===== src/rtl/pipe_pkg.sv =====
// Shared pipeline definitions: fetch FSM states, datapath width and PC constants.
package pipe_pkg;

    localparam int              XLEN     = 32;
    localparam logic [XLEN-1:0] NOP_INST = 32'h0000_0013;
    localparam logic [XLEN-1:0] PC_STEP  = 32'd4;

    typedef enum logic [2:0] {
        IDLE,
        REQ,
        WAIT,
        DROP,
        HOLD
    } fetch_state_t;

endpackage


===== src/rtl/fetch_hold_buf.sv =====
// Single-entry {pc, inst} buffer that parks a fetched instruction while decode is stalled.
module fetch_hold_buf
    import pipe_pkg::*;
(
    input  logic            clk,
    input  logic            rst_n,
    input  logic            load_i,
    input  logic            consume_i,
    input  logic            clear_i,
    input  logic [XLEN-1:0] pc_i,
    input  logic [XLEN-1:0] inst_i,
    output logic            full_o,
    output logic [XLEN-1:0] pc_o,
    output logic [XLEN-1:0] inst_o
);

    logic            full_q;
    logic [XLEN-1:0] pc_q;
    logic [XLEN-1:0] inst_q;

    // Clear/consume empty the entry; a load captures the response only when not emptying.
    always_ff @(posedge clk or negedge rst_n) begin
        if (!rst_n) begin
            full_q <= 1'b0;
            pc_q   <= '0;
            inst_q <= NOP_INST;
        end else if (clear_i || consume_i) begin
            full_q <= 1'b0;
        end else if (load_i) begin
            full_q <= 1'b1;
            pc_q   <= pc_i;
            inst_q <= inst_i;
        end
    end

    assign full_o = full_q;
    assign pc_o   = pc_q;
    assign inst_o = inst_q;

endmodule


===== src/rtl/fetch_stage.sv =====
// Instruction-fetch stage: owns the PC, issues one outstanding imem request at a time
// and loads the IF/ID register. Optional FETCH_MISALIGN_CHK_EN aligns redirect targets
// and pulses fetch_misaligned the cycle after a misaligned redirect.
module fetch_stage #(
    parameter logic [31:0] RESET_PC = 32'h0000_0000,
    parameter logic [31:0] NOP_INST = 32'h0000_0013
) (
    input  logic        clk,
    input  logic        rst_n,
    input  logic        pc_en,
    input  logic        if_id_en,
    input  logic        redirect_valid,
    input  logic [31:0] redirect_pc,
    output logic        imem_req_valid,
    output logic [31:0] imem_req_addr,
    input  logic        imem_req_ready,
    input  logic        imem_rsp_valid,
    input  logic [31:0] imem_rsp_data,
    output logic        if_id_valid,
    output logic [31:0] if_id_pc,
    output logic [31:0] if_id_inst,
    output logic        fetch_misaligned
);
    import pipe_pkg::*;

    fetch_state_t    state_q;
    logic [XLEN-1:0] pc_q;
    logic [XLEN-1:0] redir_tgt;
    logic            advance, hs, in_wait_rsp;
    logic            deliver_rsp, deliver_buf, buf_load;
    logic            buf_full;
    logic [XLEN-1:0] buf_pc, buf_inst;
    logic            if_id_valid_q;
    logic [XLEN-1:0] if_id_pc_q, if_id_inst_q;

    assign advance     = pc_en & if_id_en;
    assign hs          = imem_req_valid & imem_req_ready;
    assign in_wait_rsp = (state_q == WAIT) & imem_rsp_valid & ~redirect_valid;
    assign deliver_rsp = in_wait_rsp & advance;
    assign buf_load    = in_wait_rsp & ~advance;
    assign deliver_buf = (state_q == HOLD) & buf_full & ~redirect_valid & advance;

`ifdef FETCH_MISALIGN_CHK_EN
    logic misalign_q;

    assign redir_tgt = {redirect_pc[31:2], 2'b00};

    // One-cycle flag for a redirect whose target was not word aligned.
    always_ff @(posedge clk or negedge rst_n) begin
        if (!rst_n) misalign_q <= 1'b0;
        else        misalign_q <= redirect_valid & (redirect_pc[1:0] != 2'b00);
    end

    assign fetch_misaligned = misalign_q;
`else
    assign redir_tgt        = redirect_pc;
    assign fetch_misaligned = 1'b0;
`endif

    // Fetch FSM and PC: redirect always wins the PC; a delivered instruction steps it.
    always_ff @(posedge clk or negedge rst_n) begin
        if (!rst_n) begin
            state_q <= IDLE;
            pc_q    <= RESET_PC;
        end else begin
            if (redirect_valid)                 pc_q <= redir_tgt;
            else if (deliver_rsp || deliver_buf) pc_q <= pc_q + PC_STEP;
            case (state_q)
                IDLE: state_q <= REQ;
                REQ:  if (hs) state_q <= redirect_valid ? DROP : WAIT;
                // A redirect before the response leaves it in flight, so drain it in DROP.
                WAIT: begin
                    if (imem_rsp_valid)      state_q <= (redirect_valid || advance) ? REQ : HOLD;
                    else if (redirect_valid) state_q <= DROP;
                end
                HOLD: if (redirect_valid || advance) state_q <= REQ;
                DROP: if (imem_rsp_valid) state_q <= REQ;
                default: state_q <= IDLE;
            endcase
        end
    end

    assign imem_req_valid = (state_q == REQ);
    assign imem_req_addr  = pc_q;

    fetch_hold_buf u_hold (
        .clk       (clk),
        .rst_n     (rst_n),
        .load_i    (buf_load),
        .consume_i (deliver_buf),
        .clear_i   (redirect_valid),
        .pc_i      (pc_q),
        .inst_i    (imem_rsp_data),
        .full_o    (buf_full),
        .pc_o      (buf_pc),
        .inst_o    (buf_inst)
    );

    // IF/ID register: flush beats stall; an enabled cycle without delivery loads a bubble.
    always_ff @(posedge clk or negedge rst_n) begin
        if (!rst_n) begin
            if_id_valid_q <= 1'b0;
            if_id_pc_q    <= '0;
            if_id_inst_q  <= NOP_INST;
        end else if (redirect_valid) begin
            if_id_valid_q <= 1'b0;
            if_id_inst_q  <= NOP_INST;
        end else if (if_id_en) begin
            if (deliver_rsp) begin
                if_id_valid_q <= 1'b1;
                if_id_pc_q    <= pc_q;
                if_id_inst_q  <= imem_rsp_data;
            end else if (deliver_buf) begin
                if_id_valid_q <= 1'b1;
                if_id_pc_q    <= buf_pc;
                if_id_inst_q  <= buf_inst;
            end else begin
                if_id_valid_q <= 1'b0;
                if_id_inst_q  <= NOP_INST;
            end
        end
    end

    assign if_id_valid = if_id_valid_q;
    assign if_id_pc    = if_id_pc_q;
    assign if_id_inst  = if_id_inst_q;

`ifndef SYNTHESIS
    // A response is only legal while a request is outstanding.
    a_rsp_legal: assert property (@(posedge clk) disable iff (!rst_n)
        imem_rsp_valid |-> (state_q == WAIT || state_q == DROP));
`endif

endmodule


===== config.mk =====
export PLATFORM = sky130hd
export DESIGN_NAME = fetch_stage
export DESIGN_NICKNAME = d
export VERILOG_FILES = /design/src/rtl/pipe_pkg.sv /design/src/rtl/fetch_hold_buf.sv /design/src/rtl/fetch_stage.sv
export SDC_FILE = /design/constraint.sdc
export NUM_CORES = 1
export LEC_CHECK = 0
export BUFFER_PORTS_ARGS = -buffer_cell sky130_fd_sc_hd__buf_4
export CORE_ASPECT_RATIO = 0.6
export CORE_MARGIN = 2
export CORE_UTILIZATION = 50
export DETAILED_ROUTE_END_ITERATION = 10
export PLACE_DENSITY = 0.75
export SYNTH_ARGS = -nofsm -noshare
export SYNTH_HDL_FRONTEND = slang
export SYNTH_HIERARCHICAL = 1
export SYNTH_SLANG_ARGS = --single-unit

===== constraint.sdc =====
create_clock -name clk -period 5.85 [get_ports clk]
set_input_delay 0.8775 -clock clk [delete_from_list [all_inputs] [get_ports clk]]
set_output_delay 0.8775 -clock clk [all_outputs]
set_load 0.02 [all_outputs]

==> summary.txt <==
Global route
  – Vias in the first global route: 5724
  – Grt ovf: 0
  – Total GRT Usage: 24.3%
  – First-pass GRT wire length: roughly 31000 µm
  – Initial antenna violation count: 0
  – Maximum number of pins on one net before global-route repair: 116

Worst setup path
  – Most used cell along the critical path: buf_4
  – CP Class: primary input to flop
  – Peak fanout along the critical path: 62
  – Crit-path max cell delay: between 0.8 and 0.9 ns
  – CP arrival: approximately 4 ns
  – Crit. End Element: flop
  – CP Buf/Inv Count: 2
  – CP cell instances: buf_4 > nand4bb_1 > nor2_4 > nor3b_4 > buf_4 > mux2_2
  – Worst path top cell family by delay: buffers and inverters
  – Worst endpoint required time: 6.16 ns
  – Critical path's slowest cell: buf_4
  – Kind of start point of the critical path: primary input

Timing
  – Worst-Margin Slew: 1.29 ns
  – Setup TNS: 0 ns
  – Hold Vio Cnt, Final: 0
  – Rel. slew slack: between 10% and 20%
  – Max Freq: 268 MHz
  – Hold Slack: ~0.49 ns
  – Tmin final: 3.73 ns
  – RSZ-0062 raised after global routing: no
  – Finish-stage setup viols: 0
  – Count of final max-slew check failures: 0
  – Crit share post-route: 63.8%
  – Clock skew: 0.00818 ns

Floorplanning
  – Die Wd: 163 µm
  – I/O pin count: 170
  – Chip Height: 99.6 µm
  – Die ar.: 16300 µm²
  – Core ar.: 14700 µm²
  – Row cnt: 34
  – Initial core utilization: 51.9%

Cells and area
  – # nets final: 850
  – Post-route cell area: approximately 9500 µm²
  – Area grow syn2layout: 25.2%
  – Share of cells above drive strength 1: between 30% and 40%
  – N_diodes: 0
  – Final std cells w/o fill: 989

Clock network
  – CTS tree: yes
  – H-tree Lvls: 4
  – Worst-skew pair later-pin latency: 0.42 ns
  – CTS clock-pin slew for the worst setup and hold paths: around 0.070 ns
  – Sink Count: 165
  – Clock root buffer master: clkbuf_16
  – Max Buffers Root-to-Sink: 2
  – Post-cts resize count: 0
  – CTS Hold Bufs: 0
  – TritonCTS buffer count: 17
  – Post-CTS Setup Bufs: 0

Drt
  – WL/cell: approximately 20 µm
  – DRT Pass-1 Iters: 8
  – ANT nets after route: 0
  – DRT iter0 DRCs: 624
  – Vias per inst: 5.70
  – Via count: approximately 5600
  – # DRC: 0
  – Total wire length: between 15000 and 20000 µm

Synthesis
  – Synth top area share: 52.3%
  – Post-Syn Area: 7610 µm²
  – Post-synth EDFFs: 0
  – Syn_nets: 700
  – Main flop type after synthesis: dfrtp_1
  – Ys async rst share: 100%
  – Most common cell in the netlist: dfrtp_1
  – Area contributors post-synth: dfrtp_1 52%, mux2_4 12%, mux2i_1 4.3%, a222oi_1 3.8%, nand2_1 3.5%
  – Area leader, netlist: dfrtp_1
  – Sequential-to-total area share from yosys stat: 54.3%
  – Synth Instances: 628
  – Yosys warnings: 6
  – Post-synth top cells: 159 x dfrtp_1, 70 x nand2_1, 60 x mux2_4
  – Yosys cell types: 57
  – FF+latch count, synth: around 170
  – Synthesized area per cell: 12.1 µm²

Outcome
  – Run status: completed

Placement
  – Final HPWL DP: about 13000 µm
  – Placed instance area: 8890 µm²
  – Placed Cells: 957
  – Gpl congestion: roughly 0.80
  – IO buf count: 168

Power
  – PnR Total Power: 3190 µW
  – Power per cell area: 335 nW/µm²
  – Peak supply drop: 0.196 mV
  – Static Leakage: 0.00459 µW

Min path
  – HP Class: flop to flop

Job
  – Max-cap violations: 0
[path summary, 6_finish.rpt]
| check | startpoint | endpoint | slack, ns | depth (start not counted) |
|---|---|---|---|---|
| max in group asynchronous | rst_n | imem_req_addr[11]$_DFFE_PN0P_ | 3.96 | 2 |
| min reg2reg | if_id_valid$_DFFE_PN0P_ | if_id_valid$_DFFE_PN0P_ | 0.49 | 2 |
| max | redirect_valid | u_hold/pc_o[28]$_DFFE_PN0P_ | 2.12 | 6 |
| max reg2reg | state_q[2]$_DFFE_PN0P_ | u_hold/pc_o[28]$_DFFE_PN0P_ | 2.52 | 5 |
| min | if_id_valid$_DFFE_PN0P_ | if_id_valid$_DFFE_PN0P_ | 0.49 | 2 |
| min in group asynchronous | rst_n | if_id_inst[8]$_DFFE_PN0P_ | 0.57 | 1 |
[metal layers]
metal,vias up,track usage (%),share of wire [%]
met5,-,0,0
met4,0,6.13,0.97
met3,21,6.21,8.1
met2,243,36.1,45
met1,2819,35.6,46
li1,2556,-,-
[placed cells by master, fill, tap and decap left out, types with 3 or more instances in the layout]
cell,Yosys,final
clkbuf_16,0,17
inv_6,0,4
and3_1,3,3
a21oi_1,5,5
o21ai_0,50,50
mux2_2,8,8
xor2_1,5,5
nand2b_1,3,3
a31oi_1,5,5
mux2_4,60,60
dfstp_2,6,6
nor4_1,9,9
dfrtp_1,159,159
a221o_1,4,4
bufinv_16,0,4
mux2i_1,33,33
xnor2_1,13,13
nand3_1,15,15
and4_1,3,3
a222oi_1,29,29
a211o_1,3,3
clkinvlp_4,0,3
buf_4,1,171
and2_1,4,4
nand3b_1,4,4
nand4_1,6,6
inv_1,38,38
nor2_1,17,14
nor3_1,7,7
nand2_1,70,70
[stage by stage]
step	setup WS (ns)	util (%)
2_1_floorplan	3.16	-
3_3_place_gp	1.79	60.6
3_5_place_dp	1.72	60.6
4_1_cts	2.12	65.0
5_1_grt	2.01	65.0
6_report	2.12	65.0
[worst min-delay path: stages (launching register included)]
cell and delay, ns:
dfrtp_1 0.35, nand2_1 0.05, nand2_1 0.06
[final cells by class]
class,count,area (µm²)
timing repair buffer,172,1290
clock buffer,17,425
tap,198,248
inverter,38,143
fill,1134,5140
sequential,165,4140
clock inverter,15,218
multi-input combinational,384,3070
[state kept, by name (all words and copies together), names as in the netlist]
register	count
state_q	3
if_id_pc	32
imem_req_addr	32
u_hold/inst_o	32
if_id_inst	32
u_hold/full_o	1
if_id_valid	1
u_hold/pc_o	32
[cells by family after synthesis]
| logic type | count (synthesis) | share of synthesized area (%) |
|---|---|---|
| adder cells (fa/ha/maj) | 1 | 0.164 |
| buffers and inverters | 79 | 5.65 |
| AND/OR/NAND/NOR | 154 | 10.2 |
| flip-flops | 165 | 54.3 |
| other | 1 | 0.0493 |
| XOR/XNOR | 18 | 2.07 |
| multiplexers | 101 | 17.4 |
| AO/OA/AOI/OAI | 109 | 10.1 |
[power by group]
| group | internal [µW] | switching (µW) | leakage [µW] |
|---|---|---|---|
| clock | 728 | 497 | 0.000305 |
| sequential | 1310 | 139 | 0.00218 |
| combinational | 289 | 228 | 0.00211 |
Note: power is estimated with default switching activity, not from simulation.
